### config.mk
export PLATFORM = sky130hd
export DESIGN_NAME = memory_access_ctrl
export DESIGN_NICKNAME = d
export VERILOG_FILES = /design/src/rtl/memory_access_ctrl.sv
export SDC_FILE = /design/constraint.sdc
export NUM_CORES = 1
export LEC_CHECK = 0
export BUFFER_PORTS_ARGS = -buffer_cell sky130_fd_sc_hd__buf_2
export CORE_MARGIN = 3
export CORE_UTILIZATION = 35
export CTS_BUF_LIST = sky130_fd_sc_hd__clkbuf_2 sky130_fd_sc_hd__clkbuf_4 sky130_fd_sc_hd__clkbuf_8
export DETAILED_ROUTE_END_ITERATION = 8
export SLEW_MARGIN = 5
export SYNTH_ARGS = -nofsm -noshare
export SYNTH_HDL_FRONTEND = slang
export SYNTH_SLANG_ARGS = --single-unit
export TNS_END_PERCENT = 30
### constraint.sdc
create_clock -name clk -period 2.2 [get_ports clk]
set_input_delay 0.22 -clock clk [delete_from_list [all_inputs] [get_ports clk]]
set_output_delay 0.22 -clock clk [all_outputs]
set_load 0.02 [all_outputs]
### src/rtl/memory_access_ctrl.sv
// Command-driven initiator for the 16x8 one-hot register file.
// Sequences SETUP/STROBE/HOLD so WE never overlaps a select or data change.
module memory_access_ctrl (
    input  logic        clk,
    input  logic        rst_n,
    input  logic        CmdValid,
    output logic        CmdReady,
    input  logic [1:0]  CmdOp,
    input  logic [3:0]  CmdAddr,
    input  logic [7:0]  CmdData,
    output logic        RspValid,
    input  logic        RspReady,
    output logic [7:0]  RspData,
    output logic        MemWE,
    output logic [7:0]  MemDataToWrite,
    output logic [15:0] MemRegSel,
    input  logic [7:0]  MemReadData
);

    typedef enum logic [2:0] {
        IDLE, SETUP, STROBE, HOLD, RESP
    } stateT;

    localparam logic [1:0] OpRead  = 2'b00;
    localparam logic [1:0] OpWrite = 2'b01;
    localparam logic [1:0] OpRmw   = 2'b10;
    localparam logic [1:0] OpFill  = 2'b11;

    stateT      state;
    logic [1:0] op;
    logic [3:0] addr;

    assign CmdReady = rst_n && (state == IDLE);

    always_ff @(posedge clk or negedge rst_n) begin
        if (!rst_n) begin
            state          <= IDLE;
            op             <= OpRead;
            addr           <= 4'd0;
            MemWE          <= 1'b0;
            MemRegSel      <= 16'h0000;
            MemDataToWrite <= 8'h00;
            RspValid       <= 1'b0;
            RspData        <= 8'h00;
        end else begin
            unique case (state)
                IDLE: begin
                    if (CmdValid) begin
                        op             <= CmdOp;
                        MemDataToWrite <= CmdData;
                        RspData        <= CmdData;
                        state          <= SETUP;
                        if (CmdOp == OpFill) begin
                            addr      <= 4'd0;
                            MemRegSel <= 16'h8000;
                        end else begin
                            addr      <= CmdAddr;
                            MemRegSel <= 16'h8000 >> CmdAddr;
                        end
                    end
                end
                SETUP: begin
                    unique case (op)
                        OpRead: begin
                            RspData   <= MemReadData;
                            MemRegSel <= 16'h0000;
                            RspValid  <= 1'b1;
                            state     <= RESP;
                        end
                        OpRmw: begin
                            // Old value is reported; the sum wraps mod 256.
                            RspData        <= MemReadData;
                            MemDataToWrite <= MemReadData + MemDataToWrite;
                            MemWE          <= 1'b1;
                            state          <= STROBE;
                        end
                        OpWrite, OpFill: begin
                            MemWE <= 1'b1;
                            state <= STROBE;
                        end
                        default: state <= IDLE;
                    endcase
                end
                STROBE: begin
                    MemWE <= 1'b0;
                    state <= HOLD;
                end
                HOLD: begin
                    if (op == OpFill && addr != 4'd15) begin
                        addr      <= addr + 4'd1;
                        MemRegSel <= MemRegSel >> 1;
                        state     <= SETUP;
                    end else begin
                        MemRegSel <= 16'h0000;
                        RspValid  <= 1'b1;
                        state     <= RESP;
                    end
                end
                RESP: begin
                    if (RspReady) begin
                        RspValid <= 1'b0;
                        state    <= IDLE;
                    end
                end
                default: state <= IDLE;
            endcase
        end
    end

endmodule

# After elaboration in Yosys (flattened, before gate mapping)
# Cells that the tools add are included.
# classes
eq_ne,17
n_reduce_logical,19
addsub,2
n_mux,25
shifts,1
# ops
operator,n
$mux 16,3
$pmux 16 s3,1
$pmux 8 s2,2
$mux 8,3
$ne 2x2->1 const B,8
$shr 16x4->16 const A,1
$mux 15,1
$pmux 3 s5,1
$mux 4,3
$reduce_and 3->1,4
$mux 3,3
$add 8x8->8,1
$pmux 4 s2,1
$eq 2x2->1 const B,3
$eq 3x2->1 const B,2
$pmux 3 s2,1
$reduce_and 2->1,3
$reduce_bool 2->1,3
$reduce_bool 3->1,2
$add 4x1->4 const B,1
$mux 1,4
$ne 4x4->1 const B,1
$reduce_and 4->1,1
$eq 3x1->1 const B,1
other kinds (9),10
# totals
input_bits,26
wordCells,72
reg_bits,43

# Logic depth before layout (Yosys ltp)
# Gate-level depths: netlist (run 1).
# depth
ltp_word,4
ltp_mapped,8

# Worst setup path after synthesis (run 1)
# No wires, ideal clock.
# synth_path
kind,flip-flop to flip-flop
startpoint,reg MemDataToWrite[0]
endpoint,reg MemDataToWrite[6]
setup_slack_ps,382
path_buffers,0
arrival_ps,1696
t_required_ps,2078
setup_ps,122
period_less_slack_ps,1818
path_stages_with_launch,9
cell_sequence,dfrtp_1 -> ha_1 -> inv_1 -> fa_1 -> nand2b_1 -> a21oi_1 -> o31ai_1 -> mux2i_1 -> nand2_1
# synth_between
elab_chain_len,3
# synth_rtl
element,line,text
from (decl),15,"output logic [7:0] MemDataToWrite,"
from (signal assigned),50,MemDataToWrite <= CmdData;
from (signal assigned),73,MemDataToWrite <= MemReadData + MemDataToWrite;
$add 8x8->8,73,
$mux 8,63,unique case (op)
$pmux 8 s2,46,unique case (state)
# Every way passes these cells. The select of a mux whose other input is x is not followed.
# A chain may end at the register's enable or synchronous reset.

# Worst setup path in the final report (run 1)
# Ends and elaborated chain as after synthesis.

==> results.ini, run 1 <==
[worst_setup_path]
crit_path_start_kind = flip-flop
r2r_setup_slack_ps = 310
cp_max_fo = 3
crit_path_start = MemDataToWrite[0]
path_buf_inv = 1
crit_type = flip-flop to flip-flop
max_stage_delay_ps = 390
crit_family = adder cells
worstPathRequired_ps = 2380
cp_cell_sequence = ha_1, inv_1, fa_1, nand2b_1, a21oi_1, o31ai_1, mux2i_1, nand2_1
worstSetupEndpointType = flip-flop
reg2reg_from = MemDataToWrite[0]
cp.arrival_ps = 2070
cp_slowest_cell = dfrtp_1

[logic_synthesis]
synth_area_um2 = 2580
yosysUniqueCellTypes = 54
yosys_warnings = 0
syn_inst = 275
ys_seq_elements = 43
synth-edff-count = 0
synth-main-ff-cell = dfrtp_1
syn_nets = 310
async_flop_share = 1.00
avgSynthCellArea_um2 = 9.38
ys_seq_area_frac = 0.417

[global_routing]
track_usage = 0.151
grt_pass1_vias = 2162
grt_overflow = 0
antenna_found_initial = 0
grt_pass1_wl_um = 10500
grt_max_degree = 44

[clocking]
cts-root-buf = clkbuf_8
tritoncts = done
clkTransAtPathRegs_ps = 90
cts_sinks = 43
cts_resized = 0
htree_levels = 2
hold_buffers = 0
clk_path_buf_depth = 2
post-cts-setup-buffers = 0
numCtsBuffers = 5
clock_latency_ps = 300

[layout]
nFillCells = 711
area_growth_pct = 18.4
seqCellArea_um2 = 1080
num_antenna_cells = 0
fin_nets = 371
final_cell_mix = 60 x buf_2, 43 x dfrtp_1, 31 x a21oi_1, 28 x nand2_1, 28 x nor2_1
drive_gt1_frac = 0.285
post-route-util = 0.438
finalNonFillerCells = 433
layout_commonest_cell = buf_2
multi_input_area_um2 = 1390

[sta]
setup_viol = 0
slew_violations = 0
worstMarginPinSlew_ps = 566
skew_ps = 8.99
rsz0062_at_grt = no
hold_violations = 0
relSlewSlack = 0.623
fmax_mhz = 529
tns_ps = 0
min_period_over_period = 0.859
min_period_ps = 1890

[pwr]
power_w = 0.00450
ir_drop_uv = 467
leakagePower_nw = 1.40
p_per_area_nw_per_um2 = 1470

[routing]
dr.first_iter.drc_count = 87
vias = 2237
drc = 0
wire_per_inst_um = 14.2
drtPass1Iterations = 4
wl_um = 6130
drtAntennaViolNets = 0
vias_per_cell = 5.17

[floorplan]
die_h_um = 91.9
die_w_um = 91.9
coreArea_um2 = 6980
dieArea_um2 = 8440
start_util = 0.370
ios = 61
num_rows = 30

[placement]
dp_cells = 425
dp_hpwl_um = 4580
portBuffers = 60
gp_congestion = 0.803

[job]
drv_cap = 0

[worst_hold_path]
hold_class = input port to asynchronous set/reset pin

[run_status]
status = complete, no violations

registers in the layout (all words and copies together), names as in the netlist:
name	flops
MemRegSel	16
MemDataToWrite	8
RspData	8
addr	4
state	3
op	2
MemWE	1
RspValid	1
power breakdown:
group | switching, W | internal, W | total, W | leakage (nW)
Clock | 0.000310 | 0.000236 | 0.000546 | 0.0495
Sequential | 0.000340 | 0.00116 | 0.00150 | 0.525
Combinational | 0.00148 | 0.000973 | 0.00245 | 0.824
Total | 0.00213 | 0.00237 | 0.00450 | 1.40
final timing paths:
check	endpoint	depth (start not counted)
hold reg to reg	RspData[7]	2
hold / removal	RspData[4]	2
min in group clk	MemDataToWrite[5]	3
max in group asynchronous	MemDataToWrite[1]	2
setup / recovery	MemDataToWrite[6]	8
setup reg to reg	MemDataToWrite[6]	8
synthesized netlist by cell type (all sizes together) (2+ instances only):
library cell,n,area share
nor2,31,0.054
a31oi,6,0.015
a41oi,2,0.0068
nor2b,4,0.013
o2bb2ai,5,0.017
a211oi,3,0.0087
dfrtp,43,0.42
mux2,9,0.039
nand2b,5,0.012
and2,6,0.015
ha,8,0.039
clkbuf,2,0.0029
inv,6,0.0087
a32oi,3,0.010
a22oi,2,0.0058
mux2i,7,0.027
o211ai,3,0.0087
a21oi,33,0.070
nor3b,3,0.011
o2bb2a,4,0.016
nand3b,4,0.013
buf,11,0.033
o21ai,20,0.039
nand3,7,0.014
a21o,2,0.0058
nand2,29,0.045
logic make-up (layout without fill, tap and decap cells):
logic type,Yosys count,count (layout),share of synthesized area
AND/OR/NAND/NOR,96,96,0.194
AO/OA/AOI/OAI,90,90,0.225
flip-flops,43,43,0.417
buffers and inverters,19,81,0.0446
multiplexers,16,16,0.0664
adder cells (fa/ha/maj),9,9,0.0466
XOR/XNOR,2,2,0.00679
per-stage QoR:
step	instance area, um^2	worst slack (ps)	hold WS, ps
2_1_floorplan	2580	382	-75.6
3_3_place_gp	2960	381	389
3_5_place_dp	2960	338	386
4_1_cts	3060	310	49.9
5_1_grt	3060	134	78.0
6_report	3060	311	22.3
routing by layer:
layer | vias up | routed length [um] | GRT usage
li1 | 1119 | - | -
met1 | 1079 | 3010 | 0.212
met2 | 37 | 2880 | 0.241
met3 | 2 | 210 | 0.0271
met4 | 0 | 38 | 0.0359
met5 | - | 0 | 0
final cells by class:
class | instances | area share
Clock inverter | 3 | 0.00860
Tap cell | 96 | 0.0393
Inverter | 6 | 0.00737
Clock buffer | 5 | 0.0225
Timing Repair Buffer | 67 | 0.115
Multi-Input combinational cell | 213 | 0.455
Sequential cell | 43 | 0.352
(Power assumes the default switching activity.)
==> run 2: changes to the inputs <==
Settings changed: CORE_UTILIZATION 35 to 30, CTS_BUF_LIST sky130_fd_sc_hd__clkbuf_2 sky130_fd_sc_hd__clkbuf_4 sky130_fd_sc_hd__clkbuf_8 to sky130_fd_sc_hd__clkbuf_8.
==> run 2 against run 1 <==
Net effect:
- power increased by 5.5%
- utilization decreased by 6.3 points
- critical path depth unchanged
- clock power increased by 36%
- largest cell class unchanged
==> results.ini, run 2 (synthesis results as in run 1) <==
[routing]
drc = 0
vias_per_cell = 5.02
drtPass1Iterations = 4
drtAntennaViolNets = 0
wl_um = 6410
wire_per_inst_um = 14.5
vias = 2222
dr.first_iter.drc_count = 114

[clocking]
cts-root-buf = clkbuf_8
tritoncts = done
cts_resized = 0
clkTransAtPathRegs_ps = 90
numCtsBuffers = 5
cts_sinks = 43
post-cts-setup-buffers = 0
clock_latency_ps = 300
hold_buffers = 0
clk_path_buf_depth = 2
htree_levels = 2

[layout]
nFillCells = 850
largest_register_ff_count = 16
drive_gt1_frac = 0.284
multi_input_area_um2 = 1390
layout_commonest_cell = buf_2
fin_nets = 372
seqCellArea_um2 = 1080
num_antenna_cells = 0
area_growth_pct = 20.6
top_regs = MemRegSel: 16 flops, MemDataToWrite: 8 flops, RspData: 8 flops
regMostFlops = MemRegSel
final_cell_mix = 60 x buf_2, 43 x dfrtp_1, 31 x a21oi_1, 28 x nand2_1, 28 x nor2_1

[sta]
min_period_ps = 1900
tns_ps = 0
worstMarginPinSlew_ps = 563
fmax_mhz = 525
setup_viol = 0
hold_violations = 0
relSlewSlack = 0.625
rsz0062_at_grt = no
min_period_over_period = 0.866
slew_violations = 0
skew_ps = 11.9

[global_routing]
grt_pass1_wl_um = 10500
antenna_found_initial = 0
track_usage = 0.133
grt_max_degree = 44
grt_overflow = 0
grt_pass1_vias = 2071

[placement]
portBuffers = 60
gp_congestion = 0.874
dp_hpwl_um = 4810

[worst_hold_path]
hold_class = input port to asynchronous set/reset pin

[floorplan]
die_h_um = 98.7
dieArea_um2 = 9750
ios = 61
num_rows = 33
coreArea_um2 = 8300
die_w_um = 98.7
start_util = 0.311

[pwr]
ir_drop_uv = 431
leakagePower_nw = 1.42
power_w = 0.00475
p_per_area_nw_per_um2 = 1530

[worst_setup_path]
worstSetupEndpointType = flip-flop
crit_type = flip-flop to flip-flop
cp.arrival_ps = 2110
cp_max_fo = 3
crit_path_start_kind = flip-flop
worstPathRequired_ps = 2400

[run_status]
status = complete, no violations

[job]
drv_cap = 0

==> run 2: worst max-delay path: stages, from the launching register on <==
cell      delay, ps
dfrtp_1         370
ha_1            220
inv_1            70
fa_1            400
nand2b_1        180
a21oi_1         220
o31ai_1         120
mux2i_1         160
nand2_1          60
==> run 2: final cells by class <==
class,count,area share
Tap cell,105,0.0422
Inverter,6,0.00724
Sequential cell,43,0.346
Clock buffer,5,0.0221
Timing Repair Buffer,68,0.116
Clock inverter,3,0.0205
Multi-Input combinational cell,213,0.446
==> run 2: report_power, final <==
group          internal [W]  switching [W]  leakage, nW
Clock              0.000450       0.000294       0.0695
Sequential          0.00116       0.000337        0.525
Combinational      0.000983        0.00152        0.829
==> run 2: metal layers <==
layer,track usage,wire length [um]
met1,0.188,3180
met2,0.203,2950
met3,0.0283,177
met4,0.0431,98
met5,0,0
==> run 2: through the flow <==
step | hold WS, ps | cell area, um^2 | std cells | util | setup WS [ps]
4_1_cts | 54.9 | 3110 | 443 | 0.375 | 304
5_1_grt | 82.3 | 3110 | 443 | 0.375 | 141
2_1_floorplan | -75.6 | 2580 | 275 | - | 382
6_report | 32.5 | 3110 | 443 | 0.375 | 295
3_5_place_dp | 385 | 2980 | 435 | 0.359 | 317
3_3_place_gp | 390 | 2980 | 435 | 0.359 | 334
==> run 2: final timing paths <==
kind,startpoint,to,slack [ps],cells after the start
setup / recovery,MemDataToWrite[0],MemDataToWrite[6],300,8
hold / removal,rst_n,op[0],30,2
setup reg to reg,MemDataToWrite[0],MemDataToWrite[6],300,8
hold reg to reg,state[2],state[0],480,1
max in group asynchronous,rst_n,MemDataToWrite[2],1780,2
min in group clk,RspReady,RspValid,200,4
==> run 3: changes to the inputs <==
Settings changed: CORE_MARGIN 3 to default.
==> run 3 against run 2 <==
Net effect:
- the flow now finishes with violations (hold timing)
- wire length decreased by 2.7%
- global-route usage is 1.7 points higher
- flip-flop and latch count unchanged
- hold slack got worse by 33 ps
- register-to-register slack better by 30 ps
- via count fell by 0.32%
- first-iteration DRC count shrank 35%
- sequential power hardly changed
- utilization decreased by 0.36 points
- die area decreased by 7.9%
- power shrank 4.5%
==> results.ini, run 3 (synthesis results as in run 1) <==
[global_routing]
grt_pass1_wl_um = 10300
globalRouteMet2Util = 0.246
antenna_found_initial = 0
grt_max_degree = 44
use_met3 = 0.0282
use_met1 = 0.198
grt_pass1_vias = 2148
grt.busiest_layer = met2
grt_overflow = 0
track_usage = 0.150

[sta]
fmax_mhz = 533
setup_ws_ps = 325
min_period_ps = 1870
tns_ps = 0
min_period_over_period = 0.852
relSlewSlack = 0.616
slew_violations = 0
hold-worst-slack_ps = -0.163
skew_ps = 11.3
setup_viol = 0
rsz0062_at_grt = no
worstMarginPinSlew_ps = 575
hold_violations = 2

[layout]
layout_commonest_cell = buf_2
num_antenna_cells = 0
drive_gt1_frac = 0.285
final_cell_mix = 60 x buf_2, 43 x dfrtp_1, 31 x a21oi_1, 28 x nand2_1, 28 x nor2_1
regMostFlops = MemRegSel
largest_register_ff_count = 16
post-route-util = 0.371
area_growth_pct = 18.9
fin_nets = 371
top_regs = MemRegSel: 16 flops, MemDataToWrite: 8 flops, RspData: 8 flops

[worst_setup_path]
cp.arrival_ps = 2040
crit_type = flip-flop to flip-flop
cp_cell_sequence = nor2_1, nand2_1, and2_1, a21oi_1, o21ai_0
reg2reg_from = state[1]
r2r_cells = 5
crit_path_start_kind = flip-flop
worstSetupEndpointType = flip-flop
cp_slowest_cell = dfrtp_1
cp_max_fo = 14
crit_path_start = state[1]
max_stage_delay_ps = 570
worstPathRequired_ps = 2360
r2r_setup_slack_ps = 330

[pwr]
p_per_area_nw_per_um2 = 1480
leakagePower_nw = 1.40
ir_drop_uv = 389
power_w = 0.00453

[clocking]
hold_buffers = 0
cts_sinks = 43
htree_levels = 2
clock_latency_ps = 300
post-cts-setup-buffers = 0
cts-root-buf = clkbuf_8
clkTransAtPathRegs_ps = 100
numCtsBuffers = 5
cts_resized = 0
clk_path_buf_depth = 2
tritoncts = done

[floorplan]
num_rows = 33
start_util = 0.312
ios = 61
die_w_um = 94.7
dieArea_um2 = 8970
die_h_um = 94.7
coreArea_um2 = 8260

[routing]
wire_per_inst_um = 14.1
vias = 2215
dr.first_iter.drc_count = 74
vias_per_cell = 5.01
wl_um = 6240
drtPass1Iterations = 4
drtAntennaViolNets = 0
drc = 0

[placement]
pre_cts_ws_ps = 313
gp_congestion = 0.807
dp_hpwl_um = 4670
portBuffers = 60

[job]
drv_cap = 0

[run_status]
violations = hold timing
status = finished, violations left

[worst_hold_path]
hold_class = input port to asynchronous set/reset pin

[run 3: layout make-up]
class	instances	area, um^2
multi-input cells	213	1390
flip-flops and latches	43	1080
clock buffers	5	68.8
inverters	6	22.5
fillers	881	5190
clock inverters	3	26.3
well taps	105	131
repair buffers	67	353
[run 3: per-layer routing]
metal | vias up | wire [um]
met1 | 1059 | 3030
met3 | 4 | 156
met2 | 32 | 3000
li1 | 1120 | -
met4 | 0 | 57
met5 | - | 0
[run 3: final timing paths]
path                                end
max                          RspData[2]
min                        MemRegSel[5]
max reg2reg                  RspData[2]
min reg2reg                  RspData[6]
max in group asynchronous       addr[0]
min in group clk               RspValid
[run 3: power by group]
part	switching (W)	internal, W
logic	0.00148	0.000973
registers	0.000369	0.00116
clock network	0.000314	0.000236
total	0.00216	0.00237
[run 3: critical path, delay by kind of cell (launching register included)]
kind / cells / cell delay [ps]
DFF: 1 / 570
and+or+nand+nor: 3 / 950
AOI/OAI and AO/OA: 2 / 220
[run 3: stage by stage]
step / hold WS [ps] / instance area, um^2 / std cells
2_1_floorplan: -75.6 / 2580 / 275
3_3_place_gp: 360 / 2970 / 434
3_5_place_dp: 357 / 2970 / 434
4_1_cts: 20.3 / 3070 / 442
5_1_grt: 30.2 / 3070 / 442
6_report: -0.163 / 3070 / 442
